<file path="src/rtl/ahb_input_hold_stage_pkg.sv">
// Shared encodings and FSM state type for the AHB input hold stage.
package ahb_input_hold_stage_pkg;

    localparam int unsigned ADDR_W   = 32;
    localparam int unsigned TRANS_W  = 2;
    localparam int unsigned SIZE_W   = 3;
    localparam int unsigned BURST_W  = 3;
    localparam int unsigned PROT_W   = 4;
    localparam int unsigned MASTER_W = 4;

    localparam logic [TRANS_W-1:0] HTRANS_IDLE   = 2'b00;
    localparam logic [TRANS_W-1:0] HTRANS_BUSY   = 2'b01;
    localparam logic [TRANS_W-1:0] HTRANS_NONSEQ = 2'b10;
    localparam logic [TRANS_W-1:0] HTRANS_SEQ    = 2'b11;

    localparam logic [BURST_W-1:0] HBURST_SINGLE = 3'b000;
    localparam logic [BURST_W-1:0] HBURST_INCR   = 3'b001;
    localparam logic [BURST_W-1:0] HBURST_WRAP4  = 3'b010;
    localparam logic [BURST_W-1:0] HBURST_INCR4  = 3'b011;
    localparam logic [BURST_W-1:0] HBURST_WRAP8  = 3'b100;
    localparam logic [BURST_W-1:0] HBURST_INCR8  = 3'b101;
    localparam logic [BURST_W-1:0] HBURST_WRAP16 = 3'b110;
    localparam logic [BURST_W-1:0] HBURST_INCR16 = 3'b111;

    typedef enum logic [1:0] {
        ST_IDLE = 2'b00,
        ST_HELD = 2'b01,
        ST_DATA = 2'b10
    } state_t;

    // Fixed-length bursts (WRAPx/INCRx) cannot survive an arbitration break.
    function automatic logic is_fixed_burst(input logic [BURST_W-1:0] burst);
        return (burst != HBURST_SINGLE) && (burst != HBURST_INCR);
    endfunction

endpackage

</file>
<file path="src/rtl/ahb_input_hold_stage.sv">
// AHB matrix input stage: passes address phases straight through or holds them until granted.
// Optional macro AHB_HOLD_ERR_CANCEL_EN cancels transfers presented during a two-cycle ERROR.
module ahb_input_hold_stage
    import ahb_input_hold_stage_pkg::*;
(
    input  logic                HCLK,
    input  logic                HRESET,
    input  logic                HSELS,
    input  logic [ADDR_W-1:0]   HADDRS,
    input  logic [TRANS_W-1:0]  HTRANSS,
    input  logic                HWRITES,
    input  logic [SIZE_W-1:0]   HSIZES,
    input  logic [BURST_W-1:0]  HBURSTS,
    input  logic [PROT_W-1:0]   HPROTS,
    input  logic [MASTER_W-1:0] HMASTERS,
    input  logic                HMASTLOCKS,
    input  logic                HREADYS,
    output logic                HREADYOUTS,
    output logic                HRESPS,
    input  logic                active_ip,
    input  logic                readyout_ip,
    input  logic                resp_ip,
    output logic                sel_ip,
    output logic [ADDR_W-1:0]   addr_ip,
    output logic [TRANS_W-1:0]  trans_ip,
    output logic                write_ip,
    output logic [SIZE_W-1:0]   size_ip,
    output logic [BURST_W-1:0]  burst_ip,
    output logic [PROT_W-1:0]   prot_ip,
    output logic [MASTER_W-1:0] master_ip,
    output logic                mastlock_ip,
    output logic                held_tran_ip
);

    state_t                r_state;
    logic                  r_sel;
    logic [ADDR_W-1:0]     r_addr;
    logic [TRANS_W-1:0]    r_trans;
    logic                  r_write;
    logic [SIZE_W-1:0]     r_size;
    logic [BURST_W-1:0]    r_burst;
    logic [PROT_W-1:0]     r_prot;
    logic [MASTER_W-1:0]   r_master;
    logic                  r_mastlock;

    logic w_valid;
    logic w_cancel;
    logic w_accept;
    logic w_held;

    assign w_valid = HSELS & HTRANSS[1] & HREADYS;
    assign w_held  = (r_state == ST_HELD);

`ifdef AHB_HOLD_ERR_CANCEL_EN
    // Both ERROR cycles of a data phase suppress any newly presented transfer.
    assign w_cancel = (r_state == ST_DATA) & resp_ip;
`else
    assign w_cancel = 1'b0;
`endif

    // A held transfer blocks new captures until it has been granted.
    assign w_accept = w_valid & ~w_cancel & ~w_held;

    always_ff @(posedge HCLK or posedge HRESET) begin
        if (HRESET) begin
            r_state <= ST_IDLE;
        end else begin
            case (r_state)
                ST_IDLE: if (w_accept) r_state <= active_ip ? ST_DATA : ST_HELD;
                ST_HELD: if (active_ip & readyout_ip) r_state <= ST_DATA;
                ST_DATA: begin
                    if (w_accept)         r_state <= active_ip ? ST_DATA : ST_HELD;
                    else if (readyout_ip) r_state <= ST_IDLE;
                end
                default: r_state <= ST_IDLE;
            endcase
        end
    end

    // Hold registers track the master whenever its address phase is sampled.
    always_ff @(posedge HCLK or posedge HRESET) begin
        if (HRESET) begin
            r_sel      <= 1'b0;
            r_addr     <= '0;
            r_trans    <= '0;
            r_write    <= 1'b0;
            r_size     <= '0;
            r_burst    <= '0;
            r_prot     <= '0;
            r_master   <= '0;
            r_mastlock <= 1'b0;
        end else if (HREADYS & ~w_held) begin
            r_sel      <= HSELS;
            r_addr     <= HADDRS;
            r_trans    <= HTRANSS;
            r_write    <= HWRITES;
            r_size     <= HSIZES;
            r_burst    <= HBURSTS;
            r_prot     <= HPROTS;
            r_master   <= HMASTERS;
            r_mastlock <= HMASTLOCKS;
        end
    end

    always_comb begin
        sel_ip      = HSELS;
        addr_ip     = HADDRS;
        trans_ip    = HTRANSS;
        write_ip    = HWRITES;
        size_ip     = HSIZES;
        burst_ip    = HBURSTS;
        prot_ip     = HPROTS;
        master_ip   = HMASTERS;
        mastlock_ip = HMASTLOCKS;
        if (w_held) begin
            sel_ip      = r_sel;
            addr_ip     = r_addr;
            trans_ip    = (r_trans == HTRANS_SEQ) ? HTRANS_NONSEQ : r_trans;
            write_ip    = r_write;
            size_ip     = r_size;
            burst_ip    = is_fixed_burst(r_burst) ? HBURST_INCR : r_burst;
            prot_ip     = r_prot;
            master_ip   = r_master;
            mastlock_ip = r_mastlock;
        end
        if (HRESET | w_cancel) begin
            trans_ip = HTRANS_IDLE;
        end
    end

    always_comb begin
        held_tran_ip = ~HRESET & (w_held | w_accept);
        HRESPS       = (r_state == ST_DATA) & resp_ip;
        HREADYOUTS   = 1'b1;
        case (r_state)
            ST_HELD: HREADYOUTS = 1'b0;
            ST_DATA: HREADYOUTS = readyout_ip;
            default: HREADYOUTS = 1'b1;
        endcase
    end

endmodule

</file>
<file path="config.mk">
export PLATFORM = sky130hd
export DESIGN_NAME = ahb_input_hold_stage
export DESIGN_NICKNAME = d
export VERILOG_FILES = /design/src/rtl/ahb_input_hold_stage_pkg.sv /design/src/rtl/ahb_input_hold_stage.sv
export SDC_FILE = /design/constraint.sdc
export NUM_CORES = 1
export LEC_CHECK = 0
export ABC_CLOCK_PERIOD_IN_PS = 2040
export CAP_MARGIN = 20
export CORE_ASPECT_RATIO = 1.4
export CORE_MARGIN = 10
export CORE_UTILIZATION = 44
export DETAILED_ROUTE_END_ITERATION = 10
export PLACE_DENSITY = 0.88
export SYNTH_ARGS = -nofsm -noshare
export SYNTH_HDL_FRONTEND = slang
export SYNTH_SLANG_ARGS = --single-unit
</file>
<file path="constraint.sdc">
create_clock -name HCLK -period 2.04 [get_ports HCLK]
set_input_delay 0.204 -clock HCLK [delete_from_list [all_inputs] [get_ports HCLK]]
set_output_delay 0.204 -clock HCLK [all_outputs]
set_load 0.05 [all_outputs]
</file>
# == Word level (Yosys, flattened, before mapping) ==
# Cells that the tools add are included.
# word_totals
word_cells,50
register_bits,53
mem_bits_rw,0
output_inout_bits,54
n_memories,0
mem_bits_ro,0
latchBits,0
# op_classes
reduce_logical,4
shift,0
div_mod_pow,0
addsub,0
order_cmp,0
n_eq_ne,7
n_mul,0
mux,19
bitwise_logic,10
# ops
operator,count
32-bit 2-to-1 mux,1
2-bit 2-to-1 mux,8
3-bit 2-to-1 mux,3
4-bit 2-to-1 mux,2
1-bit AND,7
2-bit case mux with 3 select lines,1
"2-bit == test, second input constant",2
1-bit 2-to-1 mux,3
"3-bit by 1-bit inequality test with 1-bit output, second input constant",1
"3-bit inequality test, second input constant",1
3-bit AND reduction,1
3-bit nonzero test,1
"2-bit by 1-bit == test with 1-bit output, second input constant",1
2-bit zero test,1
"2-bit by 1-bit inequality test with 1-bit output, second input constant",1
"2-bit inequality test, second input constant",1
1-bit inverter,2
1-bit case mux with 2 select lines,1
1-bit logical AND,1
1-bit bitwise OR,1

# == Logic depth before layout (Yosys ltp) ==
# logic_depth
word_depth,5
depth_mapped,5
ltp_nobuf,3

# == Least setup slack after synthesis ==
# No wires, ideal clock.
# synth_path
path_kind,reg2out
from,register r_state[0]
to,output trans_ip[0]
arrival_ns,1.667
slack_ns,0.169
path_stages_with_launch,6
n_path_buf,2
path_cell_list,dfrtp_1 nor2b_1 buf_2 buf_2 nand3b_1 a21oi_1
# synth_via
elab_chain_len,3
# synth_rtl
item,line_no,text
"start, declared",ahb_input_hold_stage.sv:35,state_t r_state;
"start signal, assigned",ahb_input_hold_stage.sv:69,ST_IDLE: if (w_accept) r_state <= active_ip ? ST_DATA : ST_HELD;
"start signal, assigned",ahb_input_hold_stage.sv:72,if (w_accept) r_state <= active_ip ? ST_DATA : ST_HELD;
2-bit by 1-bit == test with 1-bit output,ahb_input_hold_stage.sv:52,assign w_held = (r_state == ST_HELD);
2-bit 2-to-1 mux,ahb_input_hold_stage.sv:115,if (w_held) begin
2-bit 2-to-1 mux,ahb_input_hold_stage.sv:126,if (HRESET | w_cancel) begin
"end, declared",ahb_input_hold_stage.sv:25,"output logic [TRANS_W-1:0] trans_ip,"
# Every way passes these cells.

# == Final worst setup path ==
# layout_path
from,register r_state[1]
to,output trans_ip[1]
# The elaborated chain is that of the path after synthesis.

==> results_dict.tcl <==
set metrics [dict create \
    status "complete, no violations" \
    cpMostUsedCell "buf_12" \
    port_buffers 110 \
    required_ns 1.84 \
    rows 34 \
    fill_cells 420 \
    p_per_area_nw_per_um2 830.6 \
    core_area_um2 6254 \
    final_antenna_net_count 0 \
    final.setup.tns_ns 0 \
    fin_crit_sh_pct 95.59 \
    drt-total-wl_um 8086 \
    grt_pass1_wl_um 13320 \
    synthArstFlopShare_pct 100.0 \
    cp_max_fo 42 \
    die_w_um 88.13 \
    clock-root-buffer "clkbuf_8" \
    multiInputGateArea_um2 1428 \
    numCtsBuffers 5 \
    syn_area_per_cell_um2 10.03 \
    synth_top_area_cell "dfrtp_1" \
    cts.sinks 53 \
    grtUsageTotal_pct 16.28 \
    utilization_pct 74.33 \
    gp_congestion 0.7790 \
    yosys_warnings 0 \
    worstMarginPinSlew_ns 0.4609 \
    placed_area_um2 4553 \
    die-area_um2 10170 \
    final_hold_viol_count 0 \
    syn_area_um2 2859 \
    post-cts-setup-buffers 0 \
    max_freq_mhz 512.8 \
    cts.path.max_buffers 2 \
    clkTransAtPathRegs_ns 0.10 \
    io_pins 111 \
    drt-initial-drc-count 175 \
    initial_core_util_pct 45.72 \
    start_kind "register" \
    vias 2362 \
    syn_inst 285 \
    dp_hpwl_um 6286 \
    cts_tree "yes" \
    diodes 0 \
    synth.most_common_cell "nand2_1" \
    htreeDepth 2 \
    finClkSkew_ns 0.007748 \
    antenna_found_initial 0 \
    grt_setup_unrepaired "no" \
    ctsResizeCount 0 \
    peakVddDrop_uv 422.5 \
    synthTopCellsByArea "dfrtp_1 46%, mux2_4 26%, nand2_1 19%" \
    final_area_um2 4648 \
    leakagePower_nw 2.308 \
    fin_ws_ns 0.09005 \
    wl_per_cell_um 17.35 \
    crit_slowest_cell "dfrtp_1" \
    fin_hold_ws_ns 0.3044 \
    cts_hold_buf 0 \
    max-slew-margin-rel_pct 69.23 \
    final_max_slew_viol_count 0 \
    dr.pass1.iters 4 \
    pre_cts_slack_ns 0.4443 \
    finalCriticalPeriod_ns 1.950 \
    seq_area_frac_synth_pct 46.39 \
    crit_arrival_ns 1.75 \
    crit_type "register to primary output" \
    grt_pass1_vias 2563 \
    vias_per_cell 5.069 \
    regArea_um2 1326 \
    yosys-top-cells-count "144 x nand2_1, 53 x dfrtp_1, 50 x mux2_4" \
    clkLatencyLatePin_ns 0.31 \
    synth_cell_type_count 22 \
    ys.flop_type "dfrtp_1" \
    hold_path.class "input pin to async pin" \
    setup_viol 0 \
    syn_nets 342 \
    cap_violations 0 \
    synth_top_area_share_pct 46.39 \
    synth_seq_cells 53 \
    layout-drive-gt1-share_pct 31.47 \
    die_y_um 115.4 \
    synth_edf_count 0 \
    worstSetupEndpointType "primary output" \
    grt_max_degree 52 \
    path_cells "nand2b_2 -> buf_12 -> nand2_1 -> a21oi_1 -> buf_12" \
    cp_slowest_stage_delay_ns 0.43 \
    fin_nets 450 \
    synthToLayoutAreaGrowth_pct 62.58 \
    reg2reg_depth 4 \
    drc 0 \
    grt-ovfl-total 0 \
]
-- layout make-up --
| type | instances | share of cell area [%] |
|---|---|---|
| flip-flops and latches | 53 | 28.53 |
| well taps | 72 | 1.938 |
| multi-input cells | 213 | 30.71 |
| inverters | 2 | 0.1615 |
| clock buffers | 5 | 1.480 |
| repair buffers | 118 | 36.61 |
| clock inverters | 3 | 0.5653 |
-- state kept, by name, summed over array words and instances, names as in the netlist --
| signal | flops |
|---|---|
| r_size | 3 |
| r_mastlock | 1 |
| r_burst | 3 |
| r_trans | 2 |
| r_sel | 1 |
| r_write | 1 |
| r_master | 4 |
| r_prot | 4 |
| r_state | 2 |
| r_addr | 32 |
-- per-layer routing --
| layer | vias to the layer above | share of wire [%] | GRT usage, % |
|---|---|---|---|
| met3 | 14 | 8.5 | 6.369 |
| met1 | 1136 | 38 | 18.61 |
| li1 | 1124 | - | - |
| met5 | - | 0 | 0 |
| met2 | 88 | 51 | 27.19 |
| met4 | 0 | 2.4 | 5.142 |
-- logic make-up after synthesis --
kind of cell	synth area share, %
compound gates	1.357
buf+inv	4.026
flops	46.39
mux	27.00
simple gates	21.23
-- cell usage in the layout, fill, tap and decap left out, types with 2 or more instances in the layout --
master           count
dfrtp_1             53
clkbuf_8             5
buf_4                8
clkinvlp_4           2
nand2_1            144
a21oi_1              4
clkdlybuf4s50_1     56
and2_1               2
mux2_4              50
buf_12              54
-- power breakdown --
part	internal (W)	switching [W]
registers	0.00122	0.000108
clock network	0.000250	0.000377
logic	0.000952	0.000957
total	0.00242	0.00144
-- worst max-delay path, delay by kind of cell (launching register included) --
family / cells / cell delay, ns
DFF: 1 / 0.43
and+or+nand+nor: 2 / 0.30
AOI/OAI and AO/OA: 1 / 0.27
buffers and inverters: 2 / 0.40
-- worst paths after layout --
| path | from | end | slack, ns |
|---|---|---|---|
| setup / recovery | r_state[1] | trans_ip[1] | 0.09 |
| min in group HCLK | r_prot[3] | r_prot[3] | 0.51 |
| max in group asynchronous | HRESET | r_burst[1] | 1.16 |
| hold / removal | HRESET | r_addr[30] | 0.30 |
| setup reg to reg | r_state[1] | r_addr[6] | 0.43 |
| hold reg to reg | r_prot[3] | r_prot[3] | 0.51 |
-- metrics by stage --
stage,power (W),instances
floorplan,0.002362,285
finish,0.003861,466
detailed placement,0.003259,458
global placement,0.003207,458
CTS,0.003886,466
global route,0.004030,466
No activity file was read; power rests on OpenSTA's default activity.
